**src/rtl/ita_step_sequencer.sv**
```systemverilog
// ITA step sequencer: latches a layer configuration on start and issues (step, head, tile)
// commands to the attention engine one at a time, in the order Q, K, V, QK, AV, OW per head.
// Only one command is ever outstanding; the next is issued after the engine's tile_done_i.
module ita_step_sequencer #(
  parameter int unsigned H            = 1,
  parameter int unsigned TileCntWidth = 32,
  localparam int unsigned HeadW       = (H + 1 > 1) ? $clog2(H + 1) : 1
) (
  input  logic                    clk_i,
  input  logic                    rst_i,
  input  logic                    start_i,
  input  logic [HeadW-1:0]        n_heads_i,
  input  logic [TileCntWidth-1:0] lin_tiles_i,
  input  logic [TileCntWidth-1:0] attn_tiles_i,
  output logic [2:0]              step_o,
  output logic [HeadW-1:0]        head_idx_o,
  output logic [TileCntWidth-1:0] tile_idx_o,
  output logic                    cmd_valid_o,
  input  logic                    cmd_ready_i,
  input  logic                    tile_done_i,
  output logic                    busy_o,
  output logic                    done_o
);

  typedef enum logic [2:0] {
    StepQ    = 3'd0,
    StepK    = 3'd1,
    StepV    = 3'd2,
    StepQk   = 3'd3,
    StepAv   = 3'd4,
    StepOw   = 3'd5,
    StepIdle = 3'd6
  } step_e;

  typedef enum logic [1:0] {
    StIdle,
    StIssue,
    StWait,
    StFinish
  } state_e;

  // QK and AV run over attention tiles, every other step over linear tiles.
  function automatic logic step_nonempty(step_e s, logic lin_nz, logic attn_nz);
    if (s == StepQk || s == StepAv) begin
      return attn_nz;
    end
    return (s != StepIdle) && lin_nz;
  endfunction

  // First non-empty step strictly after s, or StepIdle when the head is exhausted.
  function automatic step_e step_after(step_e s, logic lin_nz, logic attn_nz);
    step_e res;
    res = StepIdle;
    for (int i = 5; i >= 0; i--) begin
      if (i > int'(s) && step_nonempty(step_e'(3'(i)), lin_nz, attn_nz)) begin
        res = step_e'(3'(i));
      end
    end
    return res;
  endfunction

  state_e                  state_q;
  step_e                   step_q;
  logic [HeadW-1:0]        head_q;
  logic [TileCntWidth-1:0] tile_q;
  logic [HeadW-1:0]        n_heads_q;
  logic [TileCntWidth-1:0] lin_q;
  logic [TileCntWidth-1:0] attn_q;
  logic                    valid_q;
  logic                    busy_q;
  logic                    done_q;

  // Start-time decode, taken straight from the inputs since they are latched on the same edge.
  logic [HeadW-1:0] n_heads_clamped;
  logic             lin_nz_in;
  logic             attn_nz_in;
  logic             empty_layer_in;
  step_e            first_step_in;

  // Advance decode for the latched configuration.
  logic                    lin_nz_q;
  logic                    attn_nz_q;
  step_e                   first_step_q;
  logic [TileCntWidth-1:0] cur_cnt;
  logic                    last_tile;
  logic                    last_head;
  step_e                   next_step;

  // Derive start decisions and the tile/step/head advance conditions.
  always_comb begin
    n_heads_clamped = (n_heads_i > HeadW'(H)) ? HeadW'(H) : n_heads_i;
    lin_nz_in       = (lin_tiles_i != '0);
    attn_nz_in      = (attn_tiles_i != '0);
    empty_layer_in  = (n_heads_clamped == '0) || (!lin_nz_in && !attn_nz_in);
    first_step_in   = lin_nz_in ? StepQ : StepQk;

    lin_nz_q     = (lin_q != '0);
    attn_nz_q    = (attn_q != '0);
    first_step_q = lin_nz_q ? StepQ : StepQk;
    cur_cnt      = (step_q == StepQk || step_q == StepAv) ? attn_q : lin_q;
    // Only reached for non-empty steps, so cur_cnt - 1 never wraps.
    last_tile    = (tile_q == cur_cnt - TileCntWidth'(1));
    last_head    = (head_q == n_heads_q - HeadW'(1));
    next_step    = step_after(step_q, lin_nz_q, attn_nz_q);
  end

  // Sequencer FSM with registered command and status outputs.
  always_ff @(posedge clk_i) begin
    if (rst_i) begin
      state_q   <= StIdle;
      step_q    <= StepIdle;
      head_q    <= '0;
      tile_q    <= '0;
      n_heads_q <= '0;
      lin_q     <= '0;
      attn_q    <= '0;
      valid_q   <= 1'b0;
      busy_q    <= 1'b0;
      done_q    <= 1'b0;
    end else begin
      done_q <= 1'b0;
      unique case (state_q)
        StIdle: begin
          if (start_i) begin
            n_heads_q <= n_heads_clamped;
            lin_q     <= lin_tiles_i;
            attn_q    <= attn_tiles_i;
            head_q    <= '0;
            tile_q    <= '0;
            if (empty_layer_in) begin
              state_q <= StFinish;
              done_q  <= 1'b1;
            end else begin
              state_q <= StIssue;
              step_q  <= first_step_in;
              valid_q <= 1'b1;
              busy_q  <= 1'b1;
            end
          end
        end
        StIssue: begin
          if (cmd_ready_i) begin
            state_q <= StWait;
            valid_q <= 1'b0;
          end
        end
        StWait: begin
          if (tile_done_i) begin
            if (!last_tile) begin
              tile_q  <= tile_q + TileCntWidth'(1);
              state_q <= StIssue;
              valid_q <= 1'b1;
            end else if (next_step != StepIdle) begin
              step_q  <= next_step;
              tile_q  <= '0;
              state_q <= StIssue;
              valid_q <= 1'b1;
            end else if (!last_head) begin
              head_q  <= head_q + HeadW'(1);
              step_q  <= first_step_q;
              tile_q  <= '0;
              state_q <= StIssue;
              valid_q <= 1'b1;
            end else begin
              step_q  <= StepIdle;
              head_q  <= '0;
              tile_q  <= '0;
              state_q <= StFinish;
              busy_q  <= 1'b0;
              done_q  <= 1'b1;
            end
          end
        end
        StFinish: begin
          state_q <= StIdle;
        end
        default: begin
          state_q <= StIdle;
        end
      endcase
    end
  end

  assign step_o      = step_q;
  assign head_idx_o  = head_q;
  assign tile_idx_o  = tile_q;
  assign cmd_valid_o = valid_q;
  assign busy_o      = busy_q;
  assign done_o      = done_q;

endmodule

```
**config.mk**
```make
export PLATFORM = sky130hd
export DESIGN_NAME = ita_step_sequencer
export DESIGN_NICKNAME = d
export VERILOG_FILES = /design/src/rtl/ita_step_sequencer.sv
export SDC_FILE = /design/constraint.sdc
export NUM_CORES = 1
export LEC_CHECK = 0
export CORE_ASPECT_RATIO = 1.25
export CORE_UTILIZATION = 35
export DETAILED_ROUTE_END_ITERATION = 6
export GPL_TIMING_DRIVEN = 0
export PLACE_DENSITY = 0.61
export SETUP_SLACK_MARGIN = 0.2
export SYNTH_ARGS = -nofsm -noshare
export SYNTH_HDL_FRONTEND = slang
export SYNTH_SLANG_ARGS = --single-unit
```
**constraint.sdc**
```tcl
create_clock -name clk_i -period 5.55 [get_ports clk_i]
set_clock_uncertainty 0.15 [all_clocks]
set_input_delay 0.8325 -clock clk_i [delete_from_list [all_inputs] [get_ports clk_i]]
set_output_delay 0.8325 -clock clk_i [all_outputs]
set_load 0.01 [all_outputs]
```
==> results.cfg <==
[setup_path]
cp_common_cell = buf_2
cp_cell_sequence = buf_2 > or3b_1 > buf_2 > buf_2 > o221ai_2 > ha_1 > and4_1 > nand4_1 > or3_1 > clkbuf_1 > or4_1 > a211oi_1 > and4b_1 > nand3_4 > a21oi_2 > mux2i_1
end_kind = flop
r2r_start = step_o[2]
worstSetupPathDepth = 16
start_kind = flop
cpMaxStageDelayCell = or4_1
rrSetupSlack_ns = 0.51
cp.required_ns = 5.66
reg2reg_depth = 16
cp_num_buf_inv = 4
critPathMaxStageDelay_ns = 0.55
cp.arrival_ns = 5.15
crit_family = simple AND/OR/NAND/NOR gates
critPathKind = reg -> reg
path_max_fanout = 10
r2r_end = step_o[1]

[floorplanning]
start_util_pct = 35.6
rows = 56
core-area_sq_um = 18800
die_area_sq_um = 19700
die_h_um = 157
die_w_um = 126
io_pins = 109

[layout]
multi_input_area_sq_um = 4290
final_cells = 1261
fin_area_sq_um = 8380
diodes = 0
layout.nets = 1098
syn_to_final_growth_pct = 25.2
seq_area_sq_um = 2120
drive_gt1_share_pct = 6.32
fill_cells = 1966

[drt]
ant_nets = 0
vias = 7042
first_pass_iters = 5
routed_wl_um = 22400
drc = 0
drtIter0Drc = 563
wl_per_cell_um = 17.7
routed_via_density = 5.58

[synthesis]
synth-seq-cells = 106
synth_cells = 904
synth_area_per_cell_sq_um = 7.40
synthMostInstantiatedCell = nand2_1
synth_edf_count = 0
ys_seq_area_share_pct = 31.7
synth_warnings = 0
synth_cell_types = 72
async_flop_share_pct = 0
yosys.area.top_type = dfxtp_1
syn-cell-area_sq_um = 6690
ys.flop_type = dfxtp_1
synthTopCellsByArea = dfxtp_1, nand2_1, a21oi_1, xnor2_1, nor3_1
yosys-top-cells-count = nand2_1, dfxtp_1, a21oi_1
synth_nets = 977
synth_top_area_share_pct = 31.7

[sta]
worst_slack_ns = 0.510
finalHoldViolCount = 0
setup_viol = 0
fmax_mhz = 198
period_minus_slack_ns = 5.04
finalCritPeriodShare_pct = 90.8
tightest_slew_ns = 1.04
relSlewSlack_pct = 29.9
rsz0062_at_grt = false
fin_tns_setup_ns = 0
slew_violations = 0

[hold_path]
min_to = n_heads_q
hp-class = reg -> reg
holdCritStartpoint = n_heads_q
min_path_cells = 2

[clock_network]
clock_latency_ns = 0.37
clock-sinks = 106
cts_tree = built
hold_buffers = 0
cts-root-buf = clkbuf_16
ctsLongestPathBuffers = 2
clk_pin_slew_ns = 0.07
cts_max_level = 3
numCtsBuffers = 9

[power]
vdd_drop_max_mv = 0.167
power_mw = 2.33
power.leakage_nw = 2.88
powerDensity_nw_per_um2 = 277

[placed_design]
io_buffers = 107
place_congestion = 0.899
dp_hpwl_um = 17900
pre_cts_ws_ns = -0.138
dp.cells = 1243
postPlaceCellArea_sq_um = 8060

[global_routing]
grt_pass1_vias = 6450
grt_pass1_wl_um = 35400
track_usage_pct = 23.3
antenna_found_initial = 0
grt_max_degree = 18
grt-ovfl-total = 0

[outcome]
status = complete, no violations

[job]
cap_violations = 0
## cell type report
cell class	instances	area share (%)
repair buffers	110	13.0
well taps	232	3.46
flip-flops and latches	106	25.3
plain buffers	61	3.15
inverters	14	0.627
multi-input cells	723	51.2
clock inverters	6	0.493
clock buffers	9	2.69
## cells by family (layout without fill, tap and decap cells)
group,Yosys count,count (layout),synth area share (%)
AND/OR/NAND/NOR,460,460,35.0
AO/OA/AOI/OAI,187,187,18.1
flip-flops,106,106,31.7
buffers and inverters,75,200,4.71
XOR/XNOR,62,62,8.11
multiplexers,11,11,1.85
adder cells (fa/ha/maj),3,3,0.561
## metal layers
layer	GRT usage (%)	share of wire (%)	wire length [um]	up-vias
met2	39.7	47	10600	219
met4	11.0	3.5	773	0
met5	0	0	0	-
met3	2.39	4.1	919	44
met1	29.6	45	10100	3267
li1	-	-	-	3512
## timing repair
item,in CTS,in global routing
resized for setup,2,6
setup endpoints to repair,39,39
gates cloned,0,0
setup buffers,0,3
## cell usage in the layout (no fill, tap or decap), types with 13 or more instances in the layout
cell,n
nand4_1,20
xnor2_1,33
nand2_1,171
inv_1,14
clkbuf_1,43
nor2_1,47
o21ai_0,23
clkdlybuf4s50_1,107
and3_1,14
nor3_1,52
nand3_1,25
nor4_1,37
nor3b_1,13
a21oi_1,89
xor2_1,29
dfxtp_1,106
## how the worst max path moves through the flow
stage	end	slack, ns	startpoint
floorplan	tile_idx_o[18]	0.93	step_o[2]
global placement	tile_idx_o[27]	-0.09	step_o[1]
detailed placement	tile_idx_o[27]	-0.14	step_o[1]
CTS	tile_idx_o[18]	0.24	step_o[1]
global route	tile_idx_o[27]	0.21	step_o[1]
finish	step_o[1]	0.51	step_o[2]
## worst reg2reg max path, delay by kind of cell (launching register included)
kind / cells / cell delay [ns]
flip-flops: 1 / 0.36
adder cells (fa/ha/maj): 1 / 0.27
AO/OA/AOI/OAI: 3 / 0.88
AND/OR/NAND/NOR: 7 / 2.15
buffers and inverters: 4 / 0.78
multiplexers: 1 / 0.35
## sequential cells by signal, summed over array words and instances, names as in the netlist
signal / count
tile_idx_o: 32
lin_q: 32
attn_q: 32
cmd_valid_o: 1
state_q: 2
busy_o: 1
n_heads_q: 1
done_o: 1
step_o: 3
head_idx_o: 1
## report_power, final
| part | switching (mW) | internal, mW |
|---|---|---|
| Combinational | 0.506 | 0.352 |
| Clock | 0.308 | 0.304 |
| Sequential | 0.0510 | 0.805 |
| Total | 0.865 | 1.46 |
## metrics by stage
step / hold slack, ns / util [%]
3_5_place_dp: 0.303 / 42.9
2_1_floorplan: 0.286 / -
6_report: 0.312 / 44.6
4_1_cts: 0.313 / 44.4
5_1_grt: 0.344 / 44.6
3_3_place_gp: 0.297 / 42.9
No activity file was read; power rests on OpenSTA's default activity.
